File: config.mk
export PLATFORM = sky130hd
export DESIGN_NAME = acc_control_unit
export DESIGN_NICKNAME = d
export VERILOG_FILES = /design/src/rtl/acc_control_unit.sv
export SDC_FILE = /design/constraint.sdc
export NUM_CORES = 1
export LEC_CHECK = 0
export ABC_AREA = 1
export ABC_CLOCK_PERIOD_IN_PS = 1600
export CELL_PAD_IN_SITES_DETAIL_PLACEMENT = 0
export CELL_PAD_IN_SITES_GLOBAL_PLACEMENT = 1
export CORE_ASPECT_RATIO = 1.4
export CORE_MARGIN = 8
export CORE_UTILIZATION = 32
export DETAILED_ROUTE_END_ITERATION = 10
export PLACE_DENSITY_LB_ADDON = 0.12
export SLEW_MARGIN = 20
export SYNTH_ARGS = -nofsm -noshare
export SYNTH_HDL_FRONTEND = slang
export SYNTH_SLANG_ARGS = --single-unit
File: constraint.sdc
create_clock -name clk -period 1.6 [get_ports clk]
set_input_delay 0.24 -clock clk [delete_from_list [all_inputs] [get_ports clk]]
set_output_delay 0.24 -clock clk [all_outputs]
set_load 0.01 [all_outputs]
File: src/rtl/acc_control_unit.sv
// Instruction sequencer for the 8-bit accumulator processor: PC/IR, fetch/decode/execute FSM, A-path strobes.
// Optional macro ACC_CTRL_SINGLE_STEP_EN adds a `step` input that gates each FETCH on a step rising edge.
module acc_control_unit #(
  parameter int          ADDR_W   = 5,
  parameter int unsigned RESET_PC = 0
) (
  input  logic              clk,
  input  logic              reset,
  input  logic [ADDR_W+2:0] mem_rdata,
  input  logic              enter,
  input  logic              Aeq0,
  input  logic              Apos,
`ifdef ACC_CTRL_SINGLE_STEP_EN
  input  logic              step,
`endif
  output logic [ADDR_W-1:0] mem_addr,
  output logic              mem_we,
  output logic [1:0]        Asel,
  output logic              Aload,
  output logic              Sub,
  output logic              halt,
  output logic [ADDR_W-1:0] pc_out,
  output logic [2:0]        state_out
);

  typedef enum logic [2:0] {
    ST_START   = 3'd0,
    ST_FETCH   = 3'd1,
    ST_DECODE  = 3'd2,
    ST_EXECUTE = 3'd3,
    ST_HALTED  = 3'd4
  } state_t;

  localparam logic [2:0] OP_LOAD  = 3'b000;
  localparam logic [2:0] OP_STORE = 3'b001;
  localparam logic [2:0] OP_ADD   = 3'b010;
  localparam logic [2:0] OP_SUB   = 3'b011;
  localparam logic [2:0] OP_IN    = 3'b100;
  localparam logic [2:0] OP_JZ    = 3'b101;
  localparam logic [2:0] OP_JPOS  = 3'b110;
  localparam logic [2:0] OP_HALT  = 3'b111;

  state_t            r_state;
  logic [ADDR_W-1:0] r_pc;
  logic [ADDR_W+2:0] r_ir;
  logic              r_enter_armed;

  logic [2:0]        w_op;
  logic [ADDR_W-1:0] w_operand;
  logic              w_in_done;
  logic              w_fetch_go;

  assign w_op      = r_ir[ADDR_W+2:ADDR_W];
  assign w_operand = r_ir[ADDR_W-1:0];

  // enter and step are plain synchronous levels; an IN consumes one enter press
  // (enter must return to 0 before another IN can complete).
  assign w_in_done = (r_state == ST_EXECUTE) && (w_op == OP_IN) && enter && r_enter_armed;

`ifdef ACC_CTRL_SINGLE_STEP_EN
  logic r_step_d;
  assign w_fetch_go = step & ~r_step_d;

  always_ff @(posedge clk or posedge reset) begin
    if (reset) r_step_d <= 1'b0;
    else       r_step_d <= step;
  end
`else
  assign w_fetch_go = 1'b1;
`endif

  always_ff @(posedge clk or posedge reset) begin
    if (reset) begin
      r_state       <= ST_START;
      r_pc          <= ADDR_W'(RESET_PC);
      r_ir          <= '0;
      r_enter_armed <= 1'b1;
    end else begin
      if (!enter)         r_enter_armed <= 1'b1;
      else if (w_in_done) r_enter_armed <= 1'b0;

      case (r_state)
        ST_START: r_state <= ST_FETCH;
        ST_FETCH: begin
          if (w_fetch_go) begin
            r_ir    <= mem_rdata;
            r_pc    <= r_pc + 1'b1;
            r_state <= ST_DECODE;
          end
        end
        ST_DECODE: r_state <= ST_EXECUTE;
        ST_EXECUTE: begin
          case (w_op)
            OP_IN: begin
              if (w_in_done) r_state <= ST_FETCH;
            end
            OP_JZ: begin
              if (Aeq0) r_pc <= w_operand;
              r_state <= ST_FETCH;
            end
            OP_JPOS: begin
              if (Apos) r_pc <= w_operand;
              r_state <= ST_FETCH;
            end
            OP_HALT: r_state <= ST_HALTED;
            default: r_state <= ST_FETCH;
          endcase
        end
        ST_HALTED: r_state <= ST_HALTED;
        default:   r_state <= ST_START;
      endcase
    end
  end

  // Strobes decode from the registered state and IR so an async reset drops them immediately.
  always_comb begin
    mem_addr = r_pc;
    mem_we   = 1'b0;
    Asel     = 2'b00;
    Aload    = 1'b0;
    Sub      = 1'b0;
    case (r_state)
      ST_DECODE: mem_addr = w_operand;
      ST_EXECUTE: begin
        mem_addr = w_operand;
        case (w_op)
          OP_LOAD: begin
            Asel  = 2'b10;
            Aload = 1'b1;
          end
          OP_STORE: mem_we = 1'b1;
          OP_ADD:   Aload  = 1'b1;
          OP_SUB: begin
            Sub   = 1'b1;
            Aload = 1'b1;
          end
          OP_IN: begin
            Asel  = 2'b01;
            Aload = w_in_done;
          end
          default: ;
        endcase
      end
      default: ;
    endcase
  end

  assign halt      = (r_state == ST_HALTED);
  assign pc_out    = r_pc;
  assign state_out = r_state;

endmodule
==> out/results.txt <==
Buf/Inv on CP - 2
slowest CP cell - dfrtp_1
finished layout cell area - 1580 um^2
Period Utilization, post-route - 99.3%
GPL Wtd Cong - 0.855
Syn Nets - 142
Row Count - 24
DRC viols - 0
Initial Util - 32.9%
Vias/cell - 4.67
Worst-path clk slew - 0.07 ns
Max VDD drop - 0.00104 V
cell taking the most area after synthesis - dfrtp_1
pwr dens - 2200 nW/um^2
most used cell, CP - nor2_4
LEAKAGE - 0.787 nW
CTS tree - built
largest fanout on the critical path - 7
relative slew slack - 80.4%
# clock sinks - 17
Crit Path Class - register to output pin
synthesized flop and latch total - 17
CTS Buffer Depth - 2
Routed Antenna Nets - 0
critical path, cell by cell - nor2_4 > inv_4 > nor2_4 > nand3_2 > a21oi_2 > buf_2
MaxCap Viol Count - 0
Synth area leaders - dfrtp_1 40%, nand2_1 14%, nand3_1 6.0%
Cell Area, Synth - 1010 um^2
chip width - 63.4 um
Yosys top cell area share - 39.8%
Ant. Diodes - 0
Die ar. - 5220 um^2
total track usage - 11.7%
routed wire length - 3.02 mm
grt total ovfl - 0
WL per Instance - 13.3 um
Seq pwr share - 23.5%
antenna violations before repair - 0
Core ar. - 3060 um^2
Final Hold Viols - 0
WP data arrival - 1.35 ns
endpoints failing setup - 0
Max Clock Freq - 0.629 GHz
Power Total - 0.00347 W
net count reported at finish - 203
Cell Area, Placed - 1530 um^2
Pre-antenna DRT Iters - 4
Pint - 0.00192 W
Root Buffer - clkbuf_8
vias in the first global route - 1110
vias - 1059
synth warn - 0
Clk pwr share - 9.4%
Avg Inst Size Synth - 7.87 um^2
switching power - 0.00155 W
post-DP HPWL - 2.34 mm
first-pass GRT wire length - 4.90 mm
fraction of layout cells with a size suffix above 1 - 35.1%
Area growth syn-to-layout - 56.8%
DRT iter0 DRCs - 15
max incr delay on CP - 0.43 ns
io pins - 32
Worst-Skew Late Latency - 0.25 ns
Switching Share - 44.7%
Cell variety after synth - 27
Gate power share - 67.1%
sequential share of the synthesized area - 42.4%
I/O Buffers - 31
status - finished clean
startpoint types - register
H-tree Lvls - 1
pins over their slew limit - 0
cell family with most CP delay - flip-flops
RSZ-0062 raised after global routing - true
Worst Setup End Kind - output pin
Die Ht - 82.4 um
CP Data Required Time - 1.36 ns
Tightest Pin Transition - 0.293 ns
worst min path class - primary input to asynchronous set/reset pin
crit path time final - 1.59 ns
pin count of the biggest net entering global routing - 18
clk_skew - 0.00462 ns
Mapped Cells - 128
TritonCTS buffer count - 3
[cell type report]
cell class / count / area [um^2]
inverter: 15 / 63.8
clock buffer: 4 / 45.0
fill: 328 / 1480
multi-input combinational: 93 / 529
tap: 39 / 48.8
sequential: 17 / 427
timing repair buffer: 59 / 465
[registers in the layout (all words and copies together), names as in the netlist]
signal         cells
pc_out             5
r_enter_armed      1
r_ir               8
state_out          3
[power groups by stage]
| stage | Clock, W | Sequential, W | Combinational, W |
|---|---|---|---|
| 2_1_floorplan | 0 | 0.000859 | 0.00116 |
| 3_3_place_gp | 0 | 0.000808 | 0.00231 |
| 3_5_place_dp | 0 | 0.000815 | 0.00233 |
| 4_1_cts | 0.000333 | 0.000806 | 0.00230 |
| 5_1_grt | 0.000350 | 0.000846 | 0.00260 |
| 6_report | 0.000326 | 0.000815 | 0.00233 |
[path summary, 6_finish.rpt]
| check | from | depth (start not counted) | slack [ns] | endpoint |
|---|---|---|---|---|
| setup / recovery | state_out[2]$_DFFE_PP0P_ | 6 | 0.01 | Aload |
| hold reg to reg | r_enter_armed$_DFFE_PP1P_ | 2 | 0.52 | r_enter_armed$_DFFE_PP1P_ |
| max in group asynchronous | reset | 3 | 1.05 | r_enter_armed$_DFFE_PP1P_ |
| min in group clk | r_enter_armed$_DFFE_PP1P_ | 2 | 0.52 | r_enter_armed$_DFFE_PP1P_ |
| hold / removal | reset | 3 | 0.30 | pc_out[2]$_DFFE_PP0P_ |
| setup reg to reg | state_out[0]$_DFFE_PP0P_ | 6 | 0.13 | r_ir[3]$_DFFE_PP0P_ |
[timing repair]
action	CTS	global route
setup buffers	1	2
setup endpoints to repair	12	10
endpoints found under the hold margin	0	0
pin swaps	1	1
hold buffers	0	0
gates resized for setup	40	16
[per-stage QoR]
| step | TNS (ns) | hold slack (ns) | cells | setup slack (ns) | util [%] |
|---|---|---|---|---|---|
| after CTS | 0 | 0.305 | 225 | 0.00216 | 51.6 |
| after global placement | -0.543 | 0.497 | 220 | -0.112 | 50.0 |
| after global routing | -0.266 | 0.333 | 227 | -0.0479 | 51.6 |
| final | 0 | 0.297 | 227 | 0.0110 | 51.6 |
| after floorplan | 0 | 0.165 | 128 | 0.176 | - |
| after detailed placement | -0.626 | 0.508 | 220 | -0.141 | 50.0 |
[tightest hold or removal path, cell delays in order]
cell             delay, ns
clkdlybuf4s50_1       0.39
inv_1                 0.05
buf_4                 0.24
[cells by family after synthesis]
kind of cell             share of synthesized area, %
buffers and inverters                            7.95
AO/OA/AOI/OAI                                    8.70
AND/OR/NAND/NOR                                  34.0
multiplexers                                     4.84
XOR/XNOR                                        0.870
adder cells (fa/ha/maj)                          1.24
flip-flops                                       42.4
[layout by cell type (no fill, tap or decap), drive strengths merged, types with 4 or more instances in the layout]
cell type	n
mux2	4
inv	15
a21oi	5
nand4	4
dfrtp	16
clkdlybuf4s50	18
clkbuf	6
nand3	14
o21ai	9
nand2	40
buf	37
nor2	10
[metal layers]
layer	global-route usage (%)	up-vias	wire (um)
li1	-	539	-
met1	11.9	493	1160
met2	22.0	22	1660
met3	3.24	5	148
met4	5.37	0	55
met5	0	-	0
[cells in the mapped netlist, drive strengths merged]
cell type  count
nand2         40
dfrtp         16
inv           15
nand3         14
nor2          10
o21ai          9
a21oi          5
mux2           4
nand4          4
buf            3
nor4           2
dfstp          1
ha             1
nor3           1
o211ai         1
o22ai          1
xnor2          1
Note: power is estimated with default switching activity, not from simulation.
